--- config.mk ---
export PLATFORM = sky130hd
export DESIGN_NAME = msg_sequencer
export DESIGN_NICKNAME = d
export VERILOG_FILES = /design/src/rtl/msg_seq_pkg.sv /design/src/rtl/msg_sequencer_tx_handshake.sv /design/src/rtl/msg_sequencer.sv
export SDC_FILE = /design/constraint.sdc
export NUM_CORES = 1
export LEC_CHECK = 0
export ABC_CLOCK_PERIOD_IN_PS = 2870
export CAP_MARGIN = 20
export CORE_MARGIN = 5
export CORE_UTILIZATION = 35
export CTS_CLUSTER_DIAMETER = 150
export DETAILED_ROUTE_END_ITERATION = 12
export GPL_TIMING_DRIVEN = 0
export HOLD_SLACK_MARGIN = 0.05
export PLACE_DENSITY_LB_ADDON = 0.1
export SETUP_SLACK_MARGIN = 0.02
export SYNTH_ARGS = -nofsm -noshare
export SYNTH_HDL_FRONTEND = slang
export SYNTH_SLANG_ARGS = --single-unit
--- constraint.sdc ---
create_clock -name i_clk -period 2.87 [get_ports i_clk]
set_input_delay 0.574 -clock i_clk [delete_from_list [all_inputs] [get_ports i_clk]]
set_output_delay 0.574 -clock i_clk [all_outputs]
set_load 0.05 [all_outputs]
--- src/rtl/msg_seq_pkg.sv ---
// Shared definitions for the message sequencer: FSM state encoding and the
// supported memory-latency range.
package msg_seq_pkg;

   typedef enum logic [2:0] {
      ST_IDLE     = 3'd0,
      ST_LOAD     = 3'd1,
      ST_WAIT_MEM = 3'd2,
      ST_CHECK    = 3'd3,
      ST_START_TX = 3'd4,
      ST_TX       = 3'd5,
      ST_NEXT     = 3'd6,
      ST_DONE     = 3'd7
   } state_t;

   localparam int MEM_LAT_MIN = 1;
   localparam int MEM_LAT_MAX = 3;

   function automatic int clamp_mem_lat(input int lat);
      if (lat < MEM_LAT_MIN) return MEM_LAT_MIN;
      if (lat > MEM_LAT_MAX) return MEM_LAT_MAX;
      return lat;
   endfunction

endpackage

--- src/rtl/msg_sequencer_tx_handshake.sv ---
// Transmitter handshake for the START_TX/TX states: request, launch detection
// and the abort that must wait for an in-flight byte to finish.
module tx_handshake (
   input  logic i_clk,
   input  logic i_rst,
   input  logic i_in_start,
   input  logic i_in_tx,
   input  logic i_busy,
   input  logic i_abort,
   output logic o_start,
   output logic o_to_tx,
   output logic o_to_next,
   output logic o_to_done
);

   logic pend_q;
   logic pend_d;
   logic abort_seen;

   assign abort_seen = pend_q | i_abort;

   // A byte counts as launched once busy is seen, so an abort arriving with
   // busy is deferred until the transmitter releases busy.
   always_comb begin
      pend_d = 1'b0;
      if (i_in_start) begin
         pend_d = i_busy & i_abort;
      end else if (i_in_tx) begin
         pend_d = abort_seen;
      end
   end

   always_ff @(posedge i_clk) begin
      if (i_rst) begin
         pend_q <= 1'b0;
      end else begin
         pend_q <= pend_d;
      end
   end

   assign o_start   = i_in_start;
   assign o_to_tx   = i_in_start & i_busy;
   assign o_to_done = (i_in_start & ~i_busy & i_abort) | (i_in_tx & ~i_busy & abort_seen);
   assign o_to_next = i_in_tx & ~i_busy & ~abort_seen;

endmodule

--- src/rtl/msg_sequencer.sv ---
// Reads a message from memory byte by byte and hands each byte to a
// transmitter; length- or terminator-delimited, abortable at any point.
module msg_sequencer
   import msg_seq_pkg::*;
#(
   parameter int ADDR_W  = 4,
   parameter int DATA_W  = 8,
   parameter int TERM    = 0,
   parameter int MEM_LAT = 1
) (
   input  logic              i_clk,
   input  logic              i_rst,
   input  logic              i_start,
   input  logic [ADDR_W-1:0] i_base,
   input  logic [ADDR_W:0]   i_len,
   input  logic              i_abort,
   input  logic [DATA_W-1:0] i_byte,
   input  logic              i_busy,
   output logic [ADDR_W-1:0] o_address,
   output logic [DATA_W-1:0] o_data,
   output logic              o_start,
   output logic              o_active,
   output logic              o_done,
   output logic              o_aborted,
   output logic [ADDR_W:0]   o_count
);

   localparam int                LAT       = clamp_mem_lat(MEM_LAT);
   localparam logic [1:0]        WAIT_LAST = 2'(LAT - 1);
   localparam logic [DATA_W-1:0] TERM_V    = DATA_W'(TERM);
   localparam logic [ADDR_W:0]   FULL      = {1'b1, {ADDR_W{1'b0}}};

   state_t              state_q, state_d;
   logic [ADDR_W-1:0]   addr_q, addr_d;
   logic [DATA_W-1:0]   data_q, data_d;
   logic [ADDR_W:0]     count_q, count_d;
   logic [ADDR_W:0]     len_q, len_d;
   logic                aborted_q, aborted_d;
   logic [1:0]          wait_q, wait_d;

   logic in_start_tx, in_tx, term_mode;
   logic hs_start, hs_to_tx, hs_to_next, hs_to_done;

   assign in_start_tx = (state_q == ST_START_TX);
   assign in_tx       = (state_q == ST_TX);
   assign term_mode   = (len_q == '0);

   tx_handshake u_tx_handshake (
      .i_clk      (i_clk),
      .i_rst      (i_rst),
      .i_in_start (in_start_tx),
      .i_in_tx    (in_tx),
      .i_busy     (i_busy),
      .i_abort    (i_abort),
      .o_start    (hs_start),
      .o_to_tx    (hs_to_tx),
      .o_to_next  (hs_to_next),
      .o_to_done  (hs_to_done)
   );

   always_comb begin
      state_d   = state_q;
      addr_d    = addr_q;
      data_d    = data_q;
      count_d   = count_q;
      len_d     = len_q;
      aborted_d = aborted_q;
      wait_d    = wait_q;
      case (state_q)
         ST_IDLE: begin
            if (i_start && !i_abort) begin
               addr_d    = i_base;
               len_d     = i_len;
               count_d   = '0;
               aborted_d = 1'b0;
               state_d   = ST_LOAD;
            end
         end
         ST_LOAD: begin
            if (i_abort) begin
               aborted_d = 1'b1;
               state_d   = ST_DONE;
            end else begin
               wait_d  = 2'd0;
               state_d = ST_WAIT_MEM;
            end
         end
         ST_WAIT_MEM: begin
            if (i_abort) begin
               aborted_d = 1'b1;
               state_d   = ST_DONE;
            end else if (wait_q == WAIT_LAST) begin
               state_d = ST_CHECK;
            end else begin
               wait_d = wait_q + 2'd1;
            end
         end
         ST_CHECK: begin
            data_d = i_byte;
            if (i_abort) begin
               aborted_d = 1'b1;
               state_d   = ST_DONE;
            end else if (term_mode ? (i_byte == TERM_V) : (count_q == len_q)) begin
               state_d = ST_DONE;
            end else begin
               state_d = ST_START_TX;
            end
         end
         ST_START_TX: begin
            if (hs_to_tx) begin
               state_d = ST_TX;
            end else if (hs_to_done) begin
               aborted_d = 1'b1;
               state_d   = ST_DONE;
            end
         end
         ST_TX: begin
            if (hs_to_next) begin
               state_d = ST_NEXT;
            end else if (hs_to_done) begin
               // The byte in flight completed, so it is counted.
               count_d   = count_q + (ADDR_W+1)'(1);
               aborted_d = 1'b1;
               state_d   = ST_DONE;
            end
         end
         ST_NEXT: begin
            addr_d  = addr_q + ADDR_W'(1);
            count_d = count_q + (ADDR_W+1)'(1);
            if (i_abort) begin
               aborted_d = 1'b1;
               state_d   = ST_DONE;
            end else if (term_mode && (count_d == FULL)) begin
               aborted_d = 1'b1;
               state_d   = ST_DONE;
            end else begin
               state_d = ST_LOAD;
            end
         end
         ST_DONE: begin
            state_d = ST_IDLE;
         end
         default: begin
            state_d = ST_IDLE;
         end
      endcase
   end

   always_ff @(posedge i_clk) begin
      if (i_rst) begin
         state_q   <= ST_IDLE;
         addr_q    <= '0;
         data_q    <= '0;
         count_q   <= '0;
         len_q     <= '0;
         aborted_q <= 1'b0;
         wait_q    <= 2'd0;
      end else begin
         state_q   <= state_d;
         addr_q    <= addr_d;
         data_q    <= data_d;
         count_q   <= count_d;
         len_q     <= len_d;
         aborted_q <= aborted_d;
         wait_q    <= wait_d;
      end
   end

   assign o_address = addr_q;
   assign o_data    = data_q;
   assign o_count   = count_q;
   assign o_aborted = aborted_q;
   assign o_start   = hs_start;
   assign o_active  = (state_q != ST_IDLE);
   assign o_done    = (state_q == ST_DONE);

endmodule
==> results.yml, run 1 <==
status:
  run_status: "complete, no violations"
cts:
  clock-sinks: 29
  cts-root-buf: "clkbuf_8"
  cts_made_buffers: 5
  htreeDepth: 2
  post_cts_buffers: 0
  cts.path.max_buffers: 2
  tritoncts: "done"
  clk_pin_slew_worst_paths_ps: 60
  clkLatencyLatePin_ps: 290
floorplan:
  die_x_um: 77.6
  boundaryPins: 43
  num_rows: 24
  core_area_sq_um: 4380
  die_y_um: 77.6
  initial_core_util_pct: 36.4
  die_area_sq_um: 6020
hold_path:
  min_path_type: "reg2reg"
  worstHoldEndpoint: "wait_q[1]"
  hold_depth: 2
  min_from: "wait_q[1]"
detailed_routing:
  wl_mm: 4.20
  drt_pass1_iterations: 4
  drtIter0Drc: 108
  vias: 1576
  routedWlPerCell_um: 13.9
  ant_nets: 0
  viasPerCell: 5.22
  drc: 0
synth:
  synth-edff-count: 0
  synth_compound_area_share_pct: 19.3
  ys_seq_elements: 29
  synth_top_flop_cell: "dfxtp_1"
  async_flop_share_pct: 0
  synth_xor_area_share_pct: 4.93
  syn_nets: 228
  synth_cells: 202
  syn_area_sq_um: 1600
  synth.distinct_cells: 44
  synth.avg_cell_area_sq_um: 7.91
  synthSimpleGateAreaFrac_pct: 27.6
  synth_top_family_by_area: "simple AND/OR/NAND/NOR gates"
  ys_seq_area_share_pct: 36.3
  synthAdderAreaFrac_pct: 3.13
  synth.area.mux_share_pct: 5.01
  yosys_warnings: 0
final_layout:
  nFillCells: 451
  final_core_util_pct: 49.7
  synthToLayoutAreaGrowth_pct: 36.5
  nets: 275
  fin_area_sq_um: 2180
  antenna_cells: 0
  drive_gt1_share_pct: 5.60
global_route:
  grt_overflow_total: 0
  grt_pass1_wl_mm: 6.98
  track_usage_pct: 14.3
  antenna_found_initial: 0
  grt_max_degree: 11
  grt_pass1_vias: 1504
setup_path:
  crit_required_ps: 2300
  crit_path_start_kind: "flop"
  worst-setup-path-type: "reg2out"
  crit_path_end_kind: "primary output"
  cp_max_fo: 10
  reg2reg_to: "state_q[1]"
  reg2reg_depth: 6
  arrival_ps: 2150
  r2r_slack_ps: 850
  reg2reg_from: "o_count[0]"
timing:
  finalCritPeriodShare_pct: 94.8
  period_needed_ps: 2720
  final-hold-violation-count: 0
  slew_viol_final: 0
  worstMarginPinSlew_ps: 579
  relSlewSlack_pct: 61.0
  fin_skew_ps: 6.71
  grt_setup_unrepaired: "no"
  clock.fmax_mhz: 367
  holdWs_ps: 451
  fin_tns_setup_ps: 0
  setup_viol: 0
power_and_ir_drop:
  p_leak_nw: 0.880
  p_per_area_nw_per_um2: 645
  p_switching_uw: 508
  sw_frac_of_total_pct: 36.1
  clkPwrFrac_pct: 31.7
  power.share.sequential_pct: 33.2
  ir_worst_vdd_uv: 279
  p_int_uw: 899
  combPwrFrac_pct: 35.1
place:
  gp_congestion: 0.854
  post-dp-hpwl_mm: 3.15
  port_buffers: 40
  placed_area_sq_um: 2060
flow_run:
  max-cap-violations: 0
flip-flops by register name, indices dropped and copies added, names as in the netlist:
signal                 flops
o_count                    5
o_aborted                  1
o_data                     8
len_q                      5
o_address                  4
wait_q                     2
u_tx_handshake.pend_q      1
state_q                    3
per-stage QoR:
stage | total power, mW | cells | setup WS [ps]
floorplan | 0.819 | 202 | 394
global placement | 0.974 | 294 | 290
detailed placement | 0.972 | 294 | 292
CTS | 1.41 | 302 | 42.7
global route | 1.49 | 302 | 33.3
finish | 1.41 | 302 | 148
worst max path at each step:
stage / start / to / slack (ps) / cells after the start
floorplan: state_q[2] / o_start / 390 / 4
global placement: state_q[2] / o_start / 290 / 5
detailed placement: state_q[2] / o_start / 290 / 5
CTS: state_q[2] / o_active / 40 / 5
global route: state_q[1] / o_done / 30 / 4
finish: state_q[1] / o_done / 150 / 4
layout by cell type (no fill, tap or decap), types with 5 or more instances in the layout:
master,n
a21oi_1,23
clkbuf_1,9
clkbuf_8,6
clkdlybuf4s50_1,38
dfxtp_1,29
mux2i_1,8
nand2_1,25
nor2_1,27
nor2b_1,6
nor3_1,5
o21ai_0,6
xor2_1,6
synthesized netlist by cell type (2+ instances only):
cell type | number | area, sq um
xnor2_1 | 3 | 26.3
nor2_1 | 27 | 101
a221oi_1 | 2 | 17.5
o41ai_1 | 3 | 26.3
and2_1 | 2 | 12.5
clkbuf_1 | 8 | 30.0
inv_1 | 3 | 11.3
nor3_1 | 5 | 25.0
a222oi_1 | 2 | 20.0
nand3_1 | 4 | 20.0
nor4_1 | 4 | 25.0
or3b_2 | 2 | 17.5
xor2_1 | 6 | 52.6
ha_1 | 4 | 50.1
mux2i_1 | 8 | 80.1
a211oi_1 | 2 | 15.0
dfxtp_1 | 29 | 581
nand2b_1 | 2 | 12.5
o21ai_0 | 6 | 30.0
nand2_1 | 25 | 93.8
nor2b_1 | 6 | 37.5
and3_1 | 3 | 18.8
a21oi_1 | 23 | 115
buf_2 | 2 | 10.0
or3_1 | 2 | 12.5
metal layers:
metal | GRT usage [%] | up-vias | share of wire (%)
li1 | - | 812 | -
met1 | 17.3 | 696 | 45
met2 | 22.7 | 61 | 44
met3 | 5.56 | 7 | 8.4
met4 | 6.01 | 0 | 1.9
met5 | 0 | - | 0
worst max-delay path, cell delays in order (launching register included):
cell             delay (ps)
dfxtp_1                 310
clkbuf_2                190
clkbuf_1                340
and3_1                  210
clkdlybuf4s50_1         810
kinds of logic after synthesis:
logic type / after synthesis
buffers and inverters: 15
multiplexers: 8
flip-flops: 29
XOR/XNOR: 9
AO/OA/AOI/OAI: 47
adder cells (fa/ha/maj): 4
AND/OR/NAND/NOR: 90
power by group through the flow:
stage               clock network [mW]  registers (mW)  logic (mW)
finish                           0.446           0.467       0.494
global route                     0.477           0.472       0.540
CTS                              0.453           0.467       0.495
detailed placement                   0           0.476       0.496
global placement                     0           0.475       0.499
floorplan                            0           0.525       0.293
what timing repair did:
action	CTS	global route
endpoints found under the setup margin	1	1
pin swaps	0	0
gates resized for setup	1	1
hold buffers	0	0
final cells by class:
class                      instances  area (sq um)  area share [%]
multi-input combinational        158           957            43.9
clock inverter                     1          30.0            1.38
tap                               52          65.1            2.98
sequential                        29           581            26.6
inverter                           4          15.0           0.688
timing repair buffer              40           402            18.4
buffer                            11          45.0            2.07
clock buffer                       7          86.3            3.96
(Power assumes the default switching activity.)
==> run 2: changes to the inputs <==
--- a/config.mk
+++ b/config.mk
@@ -7,8 +7,11 @@
 export LEC_CHECK = 0
 export ABC_CLOCK_PERIOD_IN_PS = 2870
 export CAP_MARGIN = 20
-export CORE_MARGIN = 5
+export CELL_PAD_IN_SITES_DETAIL_PLACEMENT = 0
+export CELL_PAD_IN_SITES_GLOBAL_PLACEMENT = 1
+export CORE_MARGIN = 4
 export CORE_UTILIZATION = 35
+export CTS_BUF_LIST = sky130_fd_sc_hd__clkbuf_8
 export CTS_CLUSTER_DIAMETER = 150
 export DETAILED_ROUTE_END_ITERATION = 12
 export GPL_TIMING_DRIVEN = 0
==> results.yml, run 2 (same netlist as run 1, synthesis figures left out) <==
status:
  run_status: "complete, no violations"
floorplan:
  core_area_sq_um: 4380
  die_area_sq_um: 5710
  initial_core_util_pct: 36.4
  die_x_um: 75.6
  num_rows: 24
  boundaryPins: 43
  die_y_um: 75.6
final_layout:
  nets: 275
  fin_area_sq_um: 2180
  fin_cells: 302
  layout_commonest_cell: "clkdlybuf4s50_1"
  antenna_cells: 0
  drive_gt1_share_pct: 5.60
  nFillCells: 435
  final_cell_mix: "38 x clkdlybuf4s50_1, 29 x dfxtp_1, 27 x nor2_1"
  largest_reg_flops: 8
  synthToLayoutAreaGrowth_pct: 36.3
detailed_routing:
  routedWlPerCell_um: 14.0
  ant_nets: 0
  viasPerCell: 5.19
  vias: 1566
  drc: 0
  drt_pass1_iterations: 4
  wl_mm: 4.22
  drtIter0Drc: 99
cts:
  cts_hold_buf: 0
  tritoncts: "done"
  htreeDepth: 2
  post_cts_resized: 2
  cts.path.max_buffers: 2
  cts-root-buf: "clkbuf_8"
  clk_pin_slew_worst_paths_ps: 70
  clock-sinks: 29
  post_cts_buffers: 0
  cts_made_buffers: 5
  clkLatencyLatePin_ps: 280
timing:
  clock.fmax_mhz: 370
  period_needed_ps: 2700
  final-hold-violation-count: 0
  fin_skew_ps: 5.06
  relSlewSlack_pct: 62.2
  finalCritPeriodShare_pct: 94.1
  worstMarginPinSlew_ps: 561
  slew_viol_final: 0
  grt_setup_unrepaired: "no"
  fin_tns_setup_ps: 0
  setup_viol: 0
global_route:
  grt_pass1_vias: 1463
  grt_pass1_wl_mm: 6.75
  antenna_found_initial: 0
  track_usage_pct: 15.6
  grt_overflow_total: 0
  grt_max_degree: 11
power_and_ir_drop:
  ir_worst_vdd_uv: 300
  p_leak_nw: 0.875
  p_per_area_nw_per_um2: 642
setup_path:
  cp_num_buf_inv: 3
  path_delay_family: "buffers and inverters"
  crit_path_max_incr_delay_ps: 800
  path_cells: "buf_2, clkbuf_1, and3_1, clkdlybuf4s50_1"
  crit_required_ps: 2300
  crit_path_start_kind: "flop"
  worst-setup-path-type: "reg2out"
  critPathSlowestCell: "clkdlybuf4s50_1"
  cp_max_fo: 10
  crit_path_end_kind: "primary output"
  arrival_ps: 2130
place:
  port_buffers: 40
  dp.cells: 294
  gp_congestion: 0.860
  placed_area_sq_um: 2060
  post-dp-hpwl_mm: 3.19
hold_path:
  min_path_type: "reg2reg"
flow_run:
  max-cap-violations: 0
-- run 2: power breakdown --
| part | switching, mW | internal (mW) | total (mW) | leakage, nW |
|---|---|---|---|---|
| clock | 0.160 | 0.279 | 0.440 | 0.0626 |
| combinational | 0.319 | 0.173 | 0.492 | 0.577 |
| sequential | 0.0272 | 0.438 | 0.465 | 0.235 |
-- run 2: worst paths after layout --
check	startpoint	to	slack, ps	depth (start not counted)
setup reg to reg	o_count[0]	state_q[1]	830	6
hold / removal	wait_q[1]	wait_q[1]	460	2
setup / recovery	state_q[2]	o_done	170	4
hold reg to reg	wait_q[1]	wait_q[1]	460	2
-- run 2: per-stage QoR --
stage	util (%)	power (mW)	worst slack (ps)	hold slack (ps)
floorplan	-	0.819	394	432
global placement	47.1	0.978	238	443
detailed placement	47.1	0.975	267	450
CTS	49.7	1.41	162	459
global route	49.7	1.48	48.8	479
finish	49.7	1.40	168	456
-- run 2: worst min-delay path, cell delays in order, from the launching register on --
cell and delay, ps:
dfxtp_1 310, nand2_1 50, a21oi_1 50
-- run 2: area by class of cell --
type	count	area, sq um	share of cell area, %
Inverter	4	15.0	0.690
Multi-Input combinational cell	158	957	44.0
Buffer	11	45.0	2.07
Timing Repair Buffer	40	398	18.3
Clock inverter	2	33.8	1.55
Tap cell	52	65.1	2.99
Clock buffer	6	82.6	3.79
Sequential cell	29	581	26.7
-- run 2: per-layer routing --
layer	part of all wire (%)	global-route usage, %	up-vias	wire [um]
li1	-	-	808	-
met2	45	23.3	48	1890
met1	44	20.4	702	1870
met5	0	0	-	0
met3	9.2	5.94	8	387
met4	1.7	6.21	0	70
==> run 3: changes to the inputs <==
--- a/config.mk
+++ b/config.mk
@@ -11,9 +11,9 @@
 export CELL_PAD_IN_SITES_GLOBAL_PLACEMENT = 1
 export CORE_MARGIN = 4
 export CORE_UTILIZATION = 35
-export CTS_BUF_LIST = sky130_fd_sc_hd__clkbuf_8
 export CTS_CLUSTER_DIAMETER = 150
 export DETAILED_ROUTE_END_ITERATION = 12
+export DONT_BUFFER_PORTS = 1
 export GPL_TIMING_DRIVEN = 0
 export HOLD_SLACK_MARGIN = 0.05
 export PLACE_DENSITY_LB_ADDON = 0.1
==> results.yml, run 3 (same netlist as run 1, synthesis figures left out) <==
detailed_routing:
  routed-wl-met3_um: 320
  wl_met1_mm: 1.88
  wl_met2_mm: 1.98
  wl_mm: 4.20
  drc: 0
  drtIter0Drc: 106
  ant_nets: 0
  vias: 1438
  top_layer: "met4"
  viasPerCell: 5.47
  routedWlPerCell_um: 16.0
  drt_pass1_iterations: 5
final_layout:
  nFillCells: 453
  drive_gt1_share_pct: 7.58
  final_core_util_pct: 40.8
  largest_reg_flops: 8
  nets: 236
  synthToLayoutAreaGrowth_pct: 12.1
  antenna_cells: 0
  final_cell_mix: "29 x dfxtp_1, 27 x nor2_1, 25 x nand2_1"
  layout_commonest_cell: "dfxtp_1"
setup_path:
  crit_required_ps: 3040
  r2r_slack_ps: 390
  reg2reg_from: "o_count[0]"
  crit_path_end_kind: "flop"
  cp_num_buf_inv: 0
  crit_path_max_incr_delay_ps: 780
  path_cells: "ha_1, nand3_1, xor2_1, nor4_1, a21oi_1, a221oi_1"
  reg2reg_to: "state_q[1]"
  arrival_ps: 2650
  cp_max_fo: 7
  reg2reg_depth: 6
  critPathSlowestCell: "dfxtp_1"
  path_delay_family: "flip-flops"
  cp_num_cells: 6
  worst-setup-path-type: "reg2reg"
  crit_path_start_kind: "flop"
hold_path:
  min_from: "i_len[3]"
  min_path_type: "in2reg"
  worstHoldEndpoint: "len_q[3]"
  hold_depth: 2
cts:
  cts_hold_buf: 0
  post_cts_resized: 0
  cts-root-buf: "clkbuf_8"
  htreeDepth: 2
  clock-sinks: 29
  tritoncts: "done"
  clkLatencyLatePin_ps: 270
  post_cts_buffers: 0
  clk_pin_slew_worst_paths_ps: 60
  cts.path.max_buffers: 2
  cts_made_buffers: 5
global_route:
  grt_pass1_vias: 1425
  track_usage_pct: 15.6
  grt_max_degree: 11
  grt_pass1_wl_mm: 6.77
  grt_overflow_total: 0
  antenna_found_initial: 0
floorplan:
  die_y_um: 75.6
  die_x_um: 75.6
  boundaryPins: 43
  core_area_sq_um: 4380
  initial_core_util_pct: 36.4
  num_rows: 24
  die_area_sq_um: 5710
power_and_ir_drop:
  p_int_uw: 840
  p_switching_uw: 495
  power.share.sequential_pct: 39.4
  combPwrFrac_pct: 27.7
  p_leak_nw: 0.722
  clkPwrFrac_pct: 32.9
  p_total_mw: 1.33
  ir_worst_vdd_uv: 347
  sw_frac_of_total_pct: 37.1
  p_per_area_nw_per_um2: 745
status:
  run_status: "complete, no violations"
timing:
  period_needed_ps: 2480
  grt_setup_unrepaired: "no"
  relSlewSlack_pct: 52.2
  setup_viol: 0
  worstMarginPinSlew_ps: 717
  fin_skew_ps: 5.70
  fin_tns_setup_ps: 0
  clock.fmax_mhz: 403
  setup_slack_ps: 390
  finalCritPeriodShare_pct: 86.4
  slew_viol_final: 0
  final-hold-violation-count: 0
flow_run:
  max-cap-violations: 0
place:
  gp_congestion: 0.798
  port_buffers: 0
  pre_cts_ws_ps: 370
  post-dp-hpwl_mm: 3.28
-- run 3: cell types whose count changed in the layout (fill, tap and decap cells not counted) --
cell,change
buf_4,+1
clkdlybuf4s50_1,-38
clkinvlp_4,+1
dlygate4sd2_1,-2
inv_1,-1
-- run 3: worst register-to-register path, stage by stage, from the launching register on --
cell and delay (ps):
dfxtp_1 780, ha_1 350, nand3_1 120, xor2_1 220, nor4_1 460, a21oi_1 130, a221oi_1 310
-- run 3: layer usage --
metal	global-route usage (%)	up-vias
li1	-	729
met1	19.8	660
met2	25.3	47
met3	5.28	2
met4	4.08	0
met5	0	-
-- run 3: power groups by stage --
stage / sequential [mW] / clock, mW / combinational, mW
detailed placement: 0.535 / 0 / 0.369
CTS: 0.526 / 0.451 / 0.370
global route: 0.530 / 0.469 / 0.411
finish: 0.525 / 0.439 / 0.370
floorplan: 0.525 / 0 / 0.293
global placement: 0.533 / 0 / 0.360
-- run 3: area by class of cell --
type | count | area, sq um | share of cell area, %
clock inverters | 2 | 37.5 | 2.10
well taps | 52 | 65.1 | 3.63
flip-flops and latches | 29 | 581 | 32.4
repair buffers | 1 | 7.51 | 0.419
clock buffers | 6 | 82.6 | 4.61
multi-input cells | 158 | 957 | 53.5
inverters | 4 | 15.0 | 0.839
plain buffers | 11 | 45.0 | 2.52
-- run 3: worst max-delay path by stage --
stage	start	to	slack (ps)
finish	o_count[0]	state_q[1]	390
global route	o_count[0]	state_q[1]	160
CTS	o_count[0]	state_q[1]	360
detailed placement	o_count[0]	state_q[1]	370
global placement	state_q[2]	o_start	120
floorplan	state_q[2]	o_start	390
-- run 3: stage by stage --
| step | hold WS [ps] | cell area (sq um) | cells |
|---|---|---|---|
| global placement | 442 | 1660 | 254 |
| global route | 420 | 1790 | 263 |
| CTS | 422 | 1790 | 263 |
| detailed placement | 447 | 1670 | 255 |
| floorplan | 432 | 1600 | 202 |
| finish | 433 | 1790 | 263 |
